[config.mk]
export PLATFORM = sky130hd
export DESIGN_NAME = reg_file
export DESIGN_NICKNAME = d
export VERILOG_FILES = /design/src/rtl/reg_file.sv
export SDC_FILE = /design/constraint.sdc
export NUM_CORES = 1
export LEC_CHECK = 0
export CELL_PAD_IN_SITES_DETAIL_PLACEMENT = 1
export CELL_PAD_IN_SITES_GLOBAL_PLACEMENT = 1
export CORE_MARGIN = 3
export CORE_UTILIZATION = 25
export CTS_CLUSTER_SIZE = 40
export DETAILED_ROUTE_END_ITERATION = 10
export DONT_BUFFER_PORTS = 1
export PLACE_DENSITY_LB_ADDON = 0.25
export SETUP_SLACK_MARGIN = 0.5
export SLEW_MARGIN = 20
export SYNTH_ARGS = -nofsm -noshare
export SYNTH_HDL_FRONTEND = slang
export SYNTH_SLANG_ARGS = --single-unit
export TNS_END_PERCENT = 50
[constraint.sdc]
create_clock -name clk -period 1.4 [get_ports clk]
set_input_delay 0.14 -clock clk [delete_from_list [all_inputs] [get_ports clk]]
set_output_delay 0.14 -clock clk [all_outputs]
set_load 0.01 [all_outputs]
[src/rtl/reg_file.sv]
// Parameterised register file: one write port, two registered read ports with
// optional same-cycle write forwarding, synchronous clear and per-entry valid flags.
module reg_file #(
  parameter int unsigned WIDTH  = 9,
  parameter int unsigned DEPTH  = 4,
  parameter int unsigned BYPASS = 1,
  localparam int unsigned AW    = ($clog2(DEPTH) > 1) ? $clog2(DEPTH) : 1
) (
  input  logic             clk,
  input  logic             reset,
  input  logic             we,
  input  logic [AW-1:0]    waddr,
  input  logic [WIDTH-1:0] wdata,
  input  logic             clr,
  input  logic [AW-1:0]    raddr_a,
  input  logic [AW-1:0]    raddr_b,
  output logic [WIDTH-1:0] rdata_a,
  output logic [WIDTH-1:0] rdata_a_n,
  output logic [WIDTH-1:0] rdata_b,
  output logic [WIDTH-1:0] rdata_b_n,
  output logic [DEPTH-1:0] valid
);

  logic [WIDTH-1:0] r_mem [DEPTH];
  logic [DEPTH-1:0] r_valid;
  logic [WIDTH-1:0] r_rdata_a;
  logic [WIDTH-1:0] r_rdata_a_n;
  logic [WIDTH-1:0] r_rdata_b;
  logic [WIDTH-1:0] r_rdata_b_n;

  logic             w_wr_hit;
  logic [WIDTH-1:0] w_rd_a;
  logic [WIDTH-1:0] w_rd_b;

  assign w_wr_hit = we && (32'(waddr) < DEPTH);

  // Read data as seen after this edge: clear applies first, then the write may forward.
  always_comb begin
    w_rd_a = '0;
    w_rd_b = '0;
    if (32'(raddr_a) < DEPTH) begin
      if ((BYPASS != 0) && w_wr_hit && (raddr_a == waddr)) begin
        w_rd_a = wdata;
      end else if (!clr) begin
        w_rd_a = r_mem[raddr_a];
      end
    end
    if (32'(raddr_b) < DEPTH) begin
      if ((BYPASS != 0) && w_wr_hit && (raddr_b == waddr)) begin
        w_rd_b = wdata;
      end else if (!clr) begin
        w_rd_b = r_mem[raddr_b];
      end
    end
  end

  // Storage and valid flags; a write on the clear edge survives the clear.
  always_ff @(posedge clk) begin
    if (reset) begin
      for (int unsigned i = 0; i < DEPTH; i++) begin
        r_mem[i] <= '0;
      end
      r_valid <= '0;
    end else begin
      if (clr) begin
        for (int unsigned i = 0; i < DEPTH; i++) begin
          r_mem[i] <= '0;
        end
        r_valid <= '0;
      end
      if (w_wr_hit) begin
        r_mem[waddr]   <= wdata;
        r_valid[waddr] <= 1'b1;
      end
    end
  end

  // Complements are registered alongside the data so they track it through reset.
  always_ff @(posedge clk) begin
    if (reset) begin
      r_rdata_a   <= '0;
      r_rdata_a_n <= '1;
      r_rdata_b   <= '0;
      r_rdata_b_n <= '1;
    end else begin
      r_rdata_a   <= w_rd_a;
      r_rdata_a_n <= ~w_rd_a;
      r_rdata_b   <= w_rd_b;
      r_rdata_b_n <= ~w_rd_b;
    end
  end

  assign rdata_a   = r_rdata_a;
  assign rdata_a_n = r_rdata_a_n;
  assign rdata_b   = r_rdata_b;
  assign rdata_b_n = r_rdata_b_n;
  assign valid     = r_valid;

endmodule

Yosys cells after proc, flatten, opt, wreduce, memory -nomap -nowiden
Memory sizes are Yosys's and may differ from the RTL's.
Index checks and enable logic that the tools add are counted.
{"block": "totals", "ramBits": 36, "reg_bits": 40, "mem_bits_ro": 0, "latch_bits": 0, "n_memories": 1}
{"name": "r_mem", "words": 4, "width": 9, "read_ports": 2, "rd_clocked_by_memory_dff": 0, "wr": 5, "line": "24", "text": "logic [WIDTH-1:0] r_mem [DEPTH];"}
{"block": "op_classes", "n_mux": 21, "reduce_logical": 3, "n_eq_ne": 2, "n_mul": 0, "bitwise": 7, "shift": 0, "magnitude_cmp": 2, "n_addsub": 0, "div": 0}
{"op": "9-bit 2-to-1 mux", "count": 8}
{"op": "9-bit inverter", "count": 2}
{"op": "4-bit 2-to-1 mux", "count": 3}
{"op": "1-bit 2-to-1 mux", "count": 9}
{"op": "2-bit == test", "count": 2}
{"op": "1-bit OR", "count": 4}
{"op": "4-bit OR", "count": 1}
{"op": "1-bit logical AND", "count": 3}
{"op": "2-bit by 3-bit less-than comparator with 1-bit output, second input constant", "count": 1}
{"op": "1-bit demux with 2-bit select", "count": 1}
{"op": "2-bit by 1-bit greater-or-equal comparator with 1-bit output, second input constant", "count": 1}

Longest topological paths before layout
{"block": "logic_depth", "ltp_word": 6, "mapped_depth": 6, "mapped_depth_nobuf": 3}

Worst setup path after synthesis
OpenSTA, ideal clock, no wires.
{"block": "synth_timing", "kind": "input port to flip-flop", "start": "in raddr_b[1]", "end": "reg r_rdata_b_n[6] (netlist: rdata_b_n[6])", "path_stages": 6, "setup_slack_ns": -0.118, "setup_time_ns": 0.122, "arrival_ns": 1.395, "path_buffers": 3, "path_cell_list": "buf_2 > xor2_2 > or3b_1 > buf_6 > buf_12 > a311o_1"}
{"block": "synth_between", "elab_chain_cells": 4, "elab_cells_between_ends": 6, "cone_classes": "1 x eq/ne; 2 x mux; 1 x bitwise; 1 x reduce/logical; 1 x memory"}
{"element": "start: declaration", "line": "16", "text": "input logic [AW-1:0] raddr_b,"}
{"element": "memory 4 x 9 bit or 2-bit == test (tied branches)"}
{"element": "9-bit 2-to-1 mux or 1-bit logical AND (tied branches)", "line": "51, 49"}
{"element": "9-bit 2-to-1 mux (*)", "line": "49", "text": "if ((BYPASS != 0) && w_wr_hit && (raddr_b == waddr)) begin"}
{"element": "9-bit inverter (*)", "line": "89", "text": "r_rdata_b_n <= ~w_rd_b;"}
{"element": "end signal: assignment", "line": "89"}
{"element": "end: declaration", "line": "29", "text": "logic [WIDTH-1:0] r_rdata_b_n;"}
Every way passes the cells marked *; elsewhere a longest branch is shown, timed or not.
A chain may end at the register's enable or synchronous reset.

==> reports/metrics.csv <==
metric;value;unit
DR DRC count;0;
initial antenna violation count;0;
Slowest cell on crit path;edfxtp_1;
Reg2Reg Depth;3;
CTS Sinks;76;
ANT cells;0;
final worst-path cycle share;76.3;%
Peak VDD IR;0.578;mV
first-pass GRT wire length;15.8;mm
core area;0.0135;sq mm
Worst slew margin;69.2;%
RSZ-0062 raised after global routing;yes;
Seq/Total Area, Yosys;53.4;%
worst hold path type;primary input to flip-flop;
clock latency on the worst-skew pair;0.35;ns
Yosys reg bits;76;
wire length per cell;21.8;um
Worst-path clk slew;0.06;ns
Final Power;5.67;mW
Die W;125;um
Slew @ Worst Pin;0.459;ns
GRT Util Overall;13.8;%
Synth Net Count;308;
post-layout net count;322;
Area Overhead vs Synth;26.4;%
Starting Density;26.1;%
H-tree level count;3;
final WL;10.6;mm
fin util;33.0;%
# rows;42;
crit path kind;flip-flop to flip-flop;
Critical Path AT;1.29;ns
fraction of layout cells with a size suffix above 1;37.3;%
Unique masters post-synth;26;
Hold Buf Count CTS;9;
ANT nets after route;0;
clock skew;0.00666;ns
CTS tree;built;
crit path cell chain;mux2_4 -> nand2_4 -> a311o_1;
total CTS buffers;9;
IO Pins;59;
Gate Count Post-Synth;289;
failing checks;hold timing;
global route overflow;0;
vias in the first global route;2451;
DP HPWL;7.84;mm
element type at the critical path start;flip-flop;
Period minus WS final;1.07;ns
Leakage;1.74;nW
Mapped Area;0.00352;sq mm
IO buf count;0;
Yosys Warn Count;0;
Die H;125;um
worst-path maximum fanout;2;
post-synthesis average cell area;12.2;sq um
CTS Buffer Depth;2;
CTS root buffer;clkbuf_16;
Fin. Hold Viols;36;
die area;0.0156;sq mm
Slew Limit Fails;0;
DRT iter0 DRCs;96;
Final GP Congestion;0.839;
fmax;0.936;GHz
Setup crit start;r_mem[3][7];
Worst setup EP type;flip-flop;
Setup crit end;rdata_b_n[7];
Via-to-Cell Ratio;4.81;
FF-to-FF Start;r_mem[3][7];
Crit Reg-Reg Endpoint;rdata_b_n[7];
CP peak stage delay;0.36;ns
flop-to-flop setup slack;0.33;ns
vias;2327;
largest net degree at the start of global routing;42;
Max Cap Violations;0;
status;complete, but fails checks;
power density over cell area;1270;mW/mm^2
Setup-failing EPs final;0;
router iterations before antenna repair;4;
required time of the critical path;1.62;ns
Min Hold Slack;-0.114;ns
[cells in the mapped netlist (all sizes together)]
library cell / n / area share [%]
dfxtp: 40 / 23
and2: 36 / 6.4
edfxtp: 36 / 31
mux2: 36 / 12
nand2: 36 / 3.8
a311o: 18 / 5.1
a311oi: 18 / 6.1
nor3: 18 / 2.6
nand2b: 13 / 2.3
buf: 10 / 2.6
clkbuf: 9 / 0.96
a21o: 4 / 0.85
xor2: 4 / 2.0
nor2: 3 / 0.32
and4bb: 2 / 0.71
nor2b: 2 / 0.36
or3b: 2 / 0.50
and4b: 1 / 0.32
nor4b: 1 / 0.25
[cell families (layout without fill, tap and decap cells)]
kind of cell | after synthesis | count (layout) | synth area share (%)
simple gates | 114 | 114 | 17.5
flops | 76 | 76 | 53.4
compound gates | 40 | 40 | 12.0
mux | 36 | 36 | 11.5
buf+inv | 19 | 38 | 3.55
xor+xnor | 4 | 4 | 1.95
[metal layers]
layer	track usage [%]	up-vias	routed length [um]
met5	0	-	0
met4	4.96	0	201
met3	5.15	15	570
met2	20.8	61	4900
met1	18.1	1154	4890
li1	-	1097	-
[cell usage in the layout (no fill, tap or decap), types with 10 or more instances in the layout]
master    instances
dfxtp_1          40
and2_1           36
a311oi_2         12
a311o_1          18
buf_4            12
nand2_4          13
mux2_4           32
nor3_1           18
nand2_2          17
edfxtp_1         36
nand2b_1         10
[flip-flops by register name, indices dropped and copies added, names as in the netlist]
name and count:
r_mem 36, rdata_a 9, rdata_a_n 9, rdata_b 9, rdata_b_n 9, valid 4
[report_power, final]
group	switching (mW)	internal, mW	leakage [nW]
clock	0.906	1.55	0.147
sequential	0.112	2.48	0.722
combinational	0.308	0.311	0.869
total	1.33	4.34	1.74
[repair_timing]
item                                   CTS  global route
setup endpoints to repair               37            40
resized for setup                       55            23
buffers inserted                         0             0
pin swaps                               22            15
gates cloned                             0             0
endpoints found under the hold margin   72            36
[stage by stage]
step	setup slack, ns	area, sq um	instances	setup TNS [ns]
2_1_floorplan	-0.0494	3610	289	-0.0915
3_3_place_gp	0.0360	3770	459	0
3_5_place_dp	0.0423	3770	459	0
4_1_cts	0.335	4370	484	0
5_1_grt	0.293	4450	484	0
6_report	0.332	4450	484	0
[how the worst min path moves through the flow]
stage / end / from / slack, ns / cells past startpoint
after floorplan: r_mem[0][0] / wdata[0] / 0.34 / 1
after global placement: rdata_b[0] / reset / 0.23 / 1
final: rdata_a[8] / reset / -0.11 / 1
after detailed placement: rdata_a[8] / reset / 0.23 / 1
after CTS: rdata_a[8] / reset / -0.14 / 1
after global routing: rdata_a[8] / reset / -0.15 / 1
[layout make-up]
type,count,area (sq um)
multi-input cells,194,1840
well taps,176,220
flip-flops and latches,76,1880
repair buffers,22,200
fillers,1440,9050
clock buffers,11,233
clock inverters,5,76.3
[worst max-delay path, delay by kind of cell, from the launching register on]
kind / cells / cell delay, ns
AOI/OAI and AO/OA: 1 / 0.34
DFF: 1 / 0.36
muxes: 1 / 0.18
and+or+nand+nor: 1 / 0.06
Note: power is estimated with default switching activity, not from simulation.
